[src/rtl/link_transmitter.sv]
// Upstream end of a router-to-router link. Flits are accepted through valid/ready and written
// into the downstream buffer. Credits track free downstream slots, and the head/tail framing is checked.
module link_transmitter #(
    parameter int  BUFFER_SIZE = 8,
    parameter int  FLIT_SIZE   = 8,
    localparam int CNT_W       = $clog2(BUFFER_SIZE + 1)
) (
    input  logic                 clk,
    input  logic                 rst,
    input  logic [FLIT_SIZE-1:0] data_i,
    input  logic                 valid_i,
    input  logic                 head_i,
    input  logic                 tail_i,
    output logic                 ready_o,
    output logic [FLIT_SIZE-1:0] data_o,
    output logic                 write_o,
    input  logic                 credit_i,
    output logic [CNT_W-1:0]     credits_o,
    output logic                 packet_active_o,
    output logic [1:0]           error_o
);

    typedef enum logic {
        IDLE   = 1'b0,
        PACKET = 1'b1
    } state_t;

    localparam logic [CNT_W-1:0] FULL = CNT_W'(BUFFER_SIZE);
    localparam logic [CNT_W-1:0] ONE  = CNT_W'(1);

    state_t               state_reg;
    logic [CNT_W-1:0]     credits_reg;
    logic [CNT_W-1:0]     credits_next;
    logic [FLIT_SIZE-1:0] data_reg;
    logic                 write_reg;
    logic [1:0]           error_reg;
    logic                 accept;
    logic                 overflow;
    logic                 framing_err;

    // ready comes from the registered count only. A credit that returns this cycle can raise it next cycle at the earliest.
    assign ready_o = (credits_reg != '0);
    assign accept  = valid_i & ready_o;

    always_comb begin
        credits_next = credits_reg;
        overflow     = 1'b0;
        if (accept && !credit_i) begin
            credits_next = credits_reg - ONE;
        end else if (!accept && credit_i) begin
            if (credits_reg == FULL) begin
                overflow = 1'b1;
            end else begin
                credits_next = credits_reg + ONE;
            end
        end
    end

    always_comb begin
        framing_err = 1'b0;
        if (accept) begin
            if (state_reg == IDLE) begin
                framing_err = ~head_i;
            end else begin
                framing_err = head_i;
            end
        end
    end

    always_ff @(posedge clk or posedge rst) begin
        if (rst) begin
            state_reg   <= IDLE;
            credits_reg <= FULL;
            data_reg    <= '0;
            write_reg   <= 1'b0;
            error_reg   <= 2'b00;
        end else begin
            credits_reg <= credits_next;
            write_reg   <= accept;
            if (accept) begin
                data_reg <= data_i;
            end
            error_reg <= error_reg | {framing_err, overflow};
            // A misframed flit is still forwarded, but it leaves the state unchanged.
            if (accept && !framing_err) begin
                case (state_reg)
                    IDLE:    if (!tail_i) state_reg <= PACKET;
                    PACKET:  if (tail_i)  state_reg <= IDLE;
                    default: state_reg <= IDLE;
                endcase
            end
        end
    end

    assign data_o          = data_reg;
    assign write_o         = write_reg;
    assign credits_o       = credits_reg;
    assign packet_active_o = (state_reg == PACKET);
    assign error_o         = error_reg;

endmodule

[config.mk]
export PLATFORM = sky130hd
export DESIGN_NAME = link_transmitter
export DESIGN_NICKNAME = d
export VERILOG_FILES = /design/src/rtl/link_transmitter.sv
export SDC_FILE = /design/constraint.sdc
export NUM_CORES = 1
export LEC_CHECK = 0
export ABC_AREA = 1
export BUFFER_PORTS_ARGS = -buffer_cell sky130_fd_sc_hd__buf_4
export CAP_MARGIN = 30
export CORE_UTILIZATION = 46
export CTS_CLUSTER_SIZE = 14
export DETAILED_ROUTE_END_ITERATION = 12
export GPL_ROUTABILITY_DRIVEN = 0
export PLACE_DENSITY = 0.74
export SLEW_MARGIN = 20
export SYNTH_ARGS = -nofsm -noshare
export SYNTH_HDL_FRONTEND = slang
export SYNTH_SLANG_ARGS = --single-unit
[constraint.sdc]
create_clock -name clk -period 2.4 [get_ports clk]
set_clock_uncertainty 0.1 [all_clocks]
set_input_delay 0.24 -clock clk [delete_from_list [all_inputs] [get_ports clk]]
set_output_delay 0.24 -clock clk [all_outputs]
set_load 0.05 [all_outputs]
==> Word-level counts from Yosys, hierarchy flattened <==
Index checks and enable logic that the tools add are counted.
{ "classes": {"addsub": 2, "mul": 0, "div_mod_pow": 0, "order_cmp": 0, "eq_ne": 2, "shifts": 0, "mux": 9, "bitwise": 3, "n_reduce_logical": 9} }
{ "ops": {"columns": ["cell", "count"], "rows": [
  ["$mux W4", 3],
  ["$mux W1", 6],
  ["$add A4 B1 Y4 const B", 1],
  ["$eq A4 B4 Y1 const B", 1],
  ["$reduce_bool A4 Y1", 1],
  ["$sub A4 B1 Y4 const B", 1],
  ["$logic_and A1 B1 Y1", 3],
  ["$logic_not A1 Y1", 3],
  ["$ne A2 B2 Y1 const B", 1],
  ["$or A2 B2 Y2", 1],
  ["$reduce_and A2 Y1", 1],
  ["$reduce_bool A2 Y1", 1],
  ["$and A1 B1 Y1", 1],
  ["$not A1 Y1", 1]
]} }
{ "word_totals": {"reg_bits": 16, "latchBits": 0, "ram_bits": 0, "mem_bits_ro": 0, "in_bits": 14, "output_inout_bits": 17, "word_cells": 30, "memories": 0} }

==> Logic depth before layout (Yosys ltp) <==
{ "logic_depth": {"depth_word": 7, "ltp_mapped": 15, "depth_no_buf": 15} }

==> Worst setup path before layout <==
Ideal clock, no wire load.
{ "synth_path": {"kind": "register to register", "from": "reg credits_reg[2] (netlist: credits_o[2])", "to": "reg credits_reg[2] (netlist: credits_o[2])", "setup_ns": 0.129, "t_arrival_ns": 2.179, "required_time_ns": 2.171, "path_slack_ns": -0.008, "stages_incl_launch_ff": 15, "path_buffers": 0, "period_less_slack_ns": 2.408, "cell_sequence": "dfrtp_1 -> inv_1 -> nand2_1 -> inv_2 -> nand2_4 -> nand2_4 -> inv_4 -> ha_1 -> nand2_1 -> inv_1 -> nor2_1 -> ha_1 -> a21oi_1 -> xor2_1 -> a21oi_1"} }
{ "synth_via": {"elab_chain_len": 6, "elab_cells_between_ends": 14, "classes_between": "2 x add/sub; 2 x eq/ne; 3 x mux; 1 x bitwise; 6 x reduce/logical"} }
{ "synth_rtl": {"columns": ["item", "line", "text"], "rows": [
  ["start: declaration", "32", "logic [CNT_W-1:0] credits_reg;"],
  ["start signal: assignment", "78", "credits_reg <= credits_next;"],
  ["$reduce_bool A4 Y1 (*)", "42", "assign ready_o = (credits_reg != '0);"],
  ["net ready_o", "14", "output logic ready_o,"],
  ["$and A1 B1 Y1 (*)", "43", "assign accept = valid_i & ready_o;"],
  ["net accept", "37", "logic accept;"],
  ["$logic_not A1 Y1", "50", "end else if (!accept && credit_i) begin"],
  ["$logic_and A1 B1 Y1", "50", null],
  ["$reduce_bool A2 Y1 (no source line)", null, null],
  ["$reduce_and A2 Y1 (no source line)", null, null]
]} }
Mark *: on every way through the listed nets, which the timed path passes. The rest lies on a longest branch. The select of a mux whose other input is x is not followed.
A chain may end at the register's enable or synchronous reset.

==> Worst setup path in the final report <==
{ "layout_path": {"from": "reg credits_reg[3] (netlist: credits_o[3])", "to": "reg credits_reg[2] (netlist: credits_o[2])"} }
{ "layout_via": {"elab_chain_len": 6, "elab_cells_between_ends": 10, "classes_between": "2 x eq/ne; 1 x mux; 1 x bitwise; 6 x reduce/logical"} }
{ "layout_rtl": {"columns": ["item", "line"], "rows": [
  ["$reduce_bool A4 Y1 (*)", "42"],
  ["$and A1 B1 Y1 (*)", "43"],
  ["net accept", "37"],
  ["$logic_not A1 Y1", "50"],
  ["$logic_and A1 B1 Y1", "50"],
  ["$reduce_bool A2 Y1 (no source line)", null],
  ["$reduce_and A2 Y1 (no source line)", null]
]} }
Mark *: on every way through the listed nets, which the timed path passes. The rest lies on a longest branch.

==> run_results.csv <==
group,metric,value,unit
min_path,min_delay_worst_endpoint,"packet_active_o",
die,die_area,1910,um2
placement,place_area,1030,um2
final_layout,drive_gt1_share,37.9,%
clock_network,clock_latency,280,ps
yosys,netlist_instances,90,
min_path,worstHoldPathCells,2,
placement,dp_hpwl,1180,um
die,num_io_pins,31,
worst_setup_path,cp_slowest_cell,"dfstp_2",
worst_setup_path,crit_type,"flop to flop",
worst_setup_path,r2r-start,"credits_o[3]",
die,initial_core_util,51.2,%
final_layout,final_cell_area,1090,um2
timing,tightest_slew,603,ps
final_layout,antenna_cells,0,
timing,hold_viol,0,
worst_setup_path,crit_buf_inv,3,
grt,grt_pass1_wl,2740,um
final_layout,fillerInstances,122,
yosys,yosysTopAreaCell,"dfrtp_1",
timing,min_period_over_period,89.5,%
job,drv_cap,0,
drt,drt-vias-per-instance,4.68,
final_layout,regArea,405,um2
worst_setup_path,cp_top_family,"flip-flops",
min_path,hp-start,"tail_i",
worst_setup_path,worst_setup_path_end_kind,"flop",
timing,tns,0,ps
die,row_count,14,
yosys,synth.avg_cell_area,8.87,um2
worst_setup_path,critPathLaunch,"credits_o[3]",
drt,via_count,655,
grt,track_usage,19.7,%
yosys,ys_warn_count,0,
yosys,synth_area,798,um2
yosys,synth.ff_latch_count,16,
clock_network,cts_setup_buffers,0,
drt,dr.pass1.iters,4,
die,chipHeight,43.7,um
grt,grt_max_degree,17,
timing,fin_crit,2150,ps
yosys,synth_edf_count,0,
run_status,status,"complete, no violations",
clock_network,cts-root-buf,"clkbuf_4",
worst_setup_path,rrSetupSlack,250,ps
yosys,yosysMostFrequentCell,"nand2_1",
worst_setup_path,required,2470,ps
worst_setup_path,path_cells,"inv_1 > nand2_4 > nand2_4 > inv_4 > ha_2 > nand2_1 > inv_1 > nor2_1 > ha_1 > a21oi_2 > xor2_1 > a21oi_1",
worst_setup_path,worstPathArrival,2220,ps
worst_setup_path,cp_max_fo,12,
worst_setup_path,critPathMaxStageDelay,570,ps
yosys,syn_nets,108,
yosys,seq_area_frac_synth,50.3,%
timing,slew_viol_final,0,
yosys,synthFlopType,"dfrtp_1",
final_layout,final_core_util,69.8,%
clock_network,cts.sinks,16,
grt,grt_overflow,0,
power_and_ir_drop,p_leak,0.599,nW
min_path,min_path_type,"primary input to flop",
yosys,synthTopCellsByArea,"dfrtp_1 (47%), nand2_1 (16%), ha_1 (6.3%), inv_1 (3.8%), dfstp_2 (3.3%)",
drt,wl_per_cell,11.1,um
drt,antenna_left,0,
yosys,synth-async-reset-ratio,100,%
yosys,ys_types,21,
die,floorplan.die.width,43.7,um
power_and_ir_drop,p_per_area,1330,nW/um2
clock_network,clockBufferDepth,2,
clock_network,tritoncts,"yes",
timing,final-setup-viol-count,0,
drt,drc_errors,0,
drt,wl,1550,um
die,core,1560,um2
final_layout,area.growth.synth_to_final,36.4,%
worst_setup_path,rr_endpoint,"credits_o[2]",
timing,slew_headroom,59.8,%
placement,port_buffers,30,
worst_setup_path,r2r_cells,12,
grt,grt_pass1_vias,615,
clock_network,clk_pin_slew,90,ps
final_layout,nNetsFinal,143,
clock_network,cts_buffers,3,
power_and_ir_drop,ir_drop,0.731,mV
grt,antenna_found_initial,0,
timing,fmax,0.466,GHz
worst_setup_path,start_kind,"flop",
yosys,synth_top_area_share,47.0,%
clock_network,htree_levels,1,
timing,rsz0062_at_grt,"false",
timing,hold_ws,26.0,ps
drt,drt_iter0_drc,11,
power_and_ir_drop,finalPower,0.00145,W
final_layout,multi_input_area,352,um2
yosys,synth_common_cells,"nand2_1 (34), dfrtp_1 (15), inv_1 (8)",
==> worst reg2reg max path: cells and delay by family, from the launching register on <==
kind / cells / cell delay, ps
buffers and inverters: 3 / 310
adder cells (fa/ha/maj): 2 / 420
AND/OR/NAND/NOR: 4 / 300
AO/OA/AOI/OAI: 2 / 190
flip-flops: 1 / 570
XOR/XNOR: 1 / 150
==> registers in the layout (all words and copies together) (netlist names) <==
name,cells
error_o,2
data_o,8
credits_o,4
packet_active_o,1
write_o,1
==> per-stage QoR <==
step / cells / setup WS (ps)
4_1_cts: 140 / 166
3_3_place_gp: 135 / 232
2_1_floorplan: 90 / 19.9
6_report: 140 / 253
3_5_place_dp: 135 / 178
5_1_grt: 140 / 47.4
==> cell families after synthesis <==
| logic type | after synthesis | synth area share [%] |
|---|---|---|
| DFF | 16 | 50.3 |
| xor gates and xnor gates | 4 | 4.39 |
| buffers and inverters | 11 | 6.43 |
| adders and majority gates | 4 | 6.27 |
| and+or+nand+nor | 47 | 25.5 |
| AOI/OAI and AO/OA | 8 | 7.05 |
==> power breakdown <==
| group | leakage, nW | switching [W] | internal, W |
|---|---|---|---|
| Clock | 0.0210 | 0.0000850 | 0.0000923 |
| Combinational | 0.392 | 0.000559 | 0.000257 |
| Sequential | 0.185 | 0.0000827 | 0.000370 |
| Total | 0.599 | 0.000727 | 0.000719 |
==> cells in the final DEF (no fill, tap or decap) <==
master and count:
inv_2 1, dfrtp_1 12, xor2_1 3, a21oi_2 1
clkbuf_8 1, ha_2 1, nand3_1 4, dfstp_2 1
o21bai_1 2, nor2_1 4, o21ai_1 1, ha_1 3
nor2_2 1, inv_1 8, xnor2_1 1, inv_4 1
o21ai_0 2, nand2_1 34, a21oi_4 1, nand2_4 2
a21oi_1 1, dlygate4sd3_1 1, nand2_2 1, buf_4 30
or2_1 1, dfrtp_2 3, clkbuf_4 3
==> routing by layer <==
metal | GRT usage [%] | wire [um] | vias up | part of all wire (%)
met4 | 7.50 | 22 | 0 | 1.4
li1 | - | - | 342 | -
met2 | 31.0 | 725 | 23 | 47
met3 | 3.75 | 78 | 4 | 5.0
met5 | 0 | 0 | - | 0
met1 | 26.9 | 721 | 286 | 47
==> how the worst max path moves through the flow <==
stage | end | slack, ps | depth (start not counted)
3_5_place_dp | credits_o[2] | 180 | 13
3_3_place_gp | credits_o[2] | 230 | 12
5_1_grt | credits_o[2] | 50 | 14
4_1_cts | credits_o[2] | 170 | 13
2_1_floorplan | credits_o[2] | 20 | 14
6_report | credits_o[2] | 250 | 12
==> what timing repair did <==
item,CTS,global route
hold endpoints to repair,15,0
hold buffers,1,0
setup endpoints to repair,0,1
gates resized for setup,0,3
==> layout make-up <==
class | instances | share of cell area (%)
inverter | 10 | 3.68
timing repair buffer | 31 | 21.6
tap | 16 | 1.84
clock buffer | 4 | 3.33
multi-input combinational | 63 | 32.3
sequential | 16 | 37.2
(Power assumes the default switching activity.)
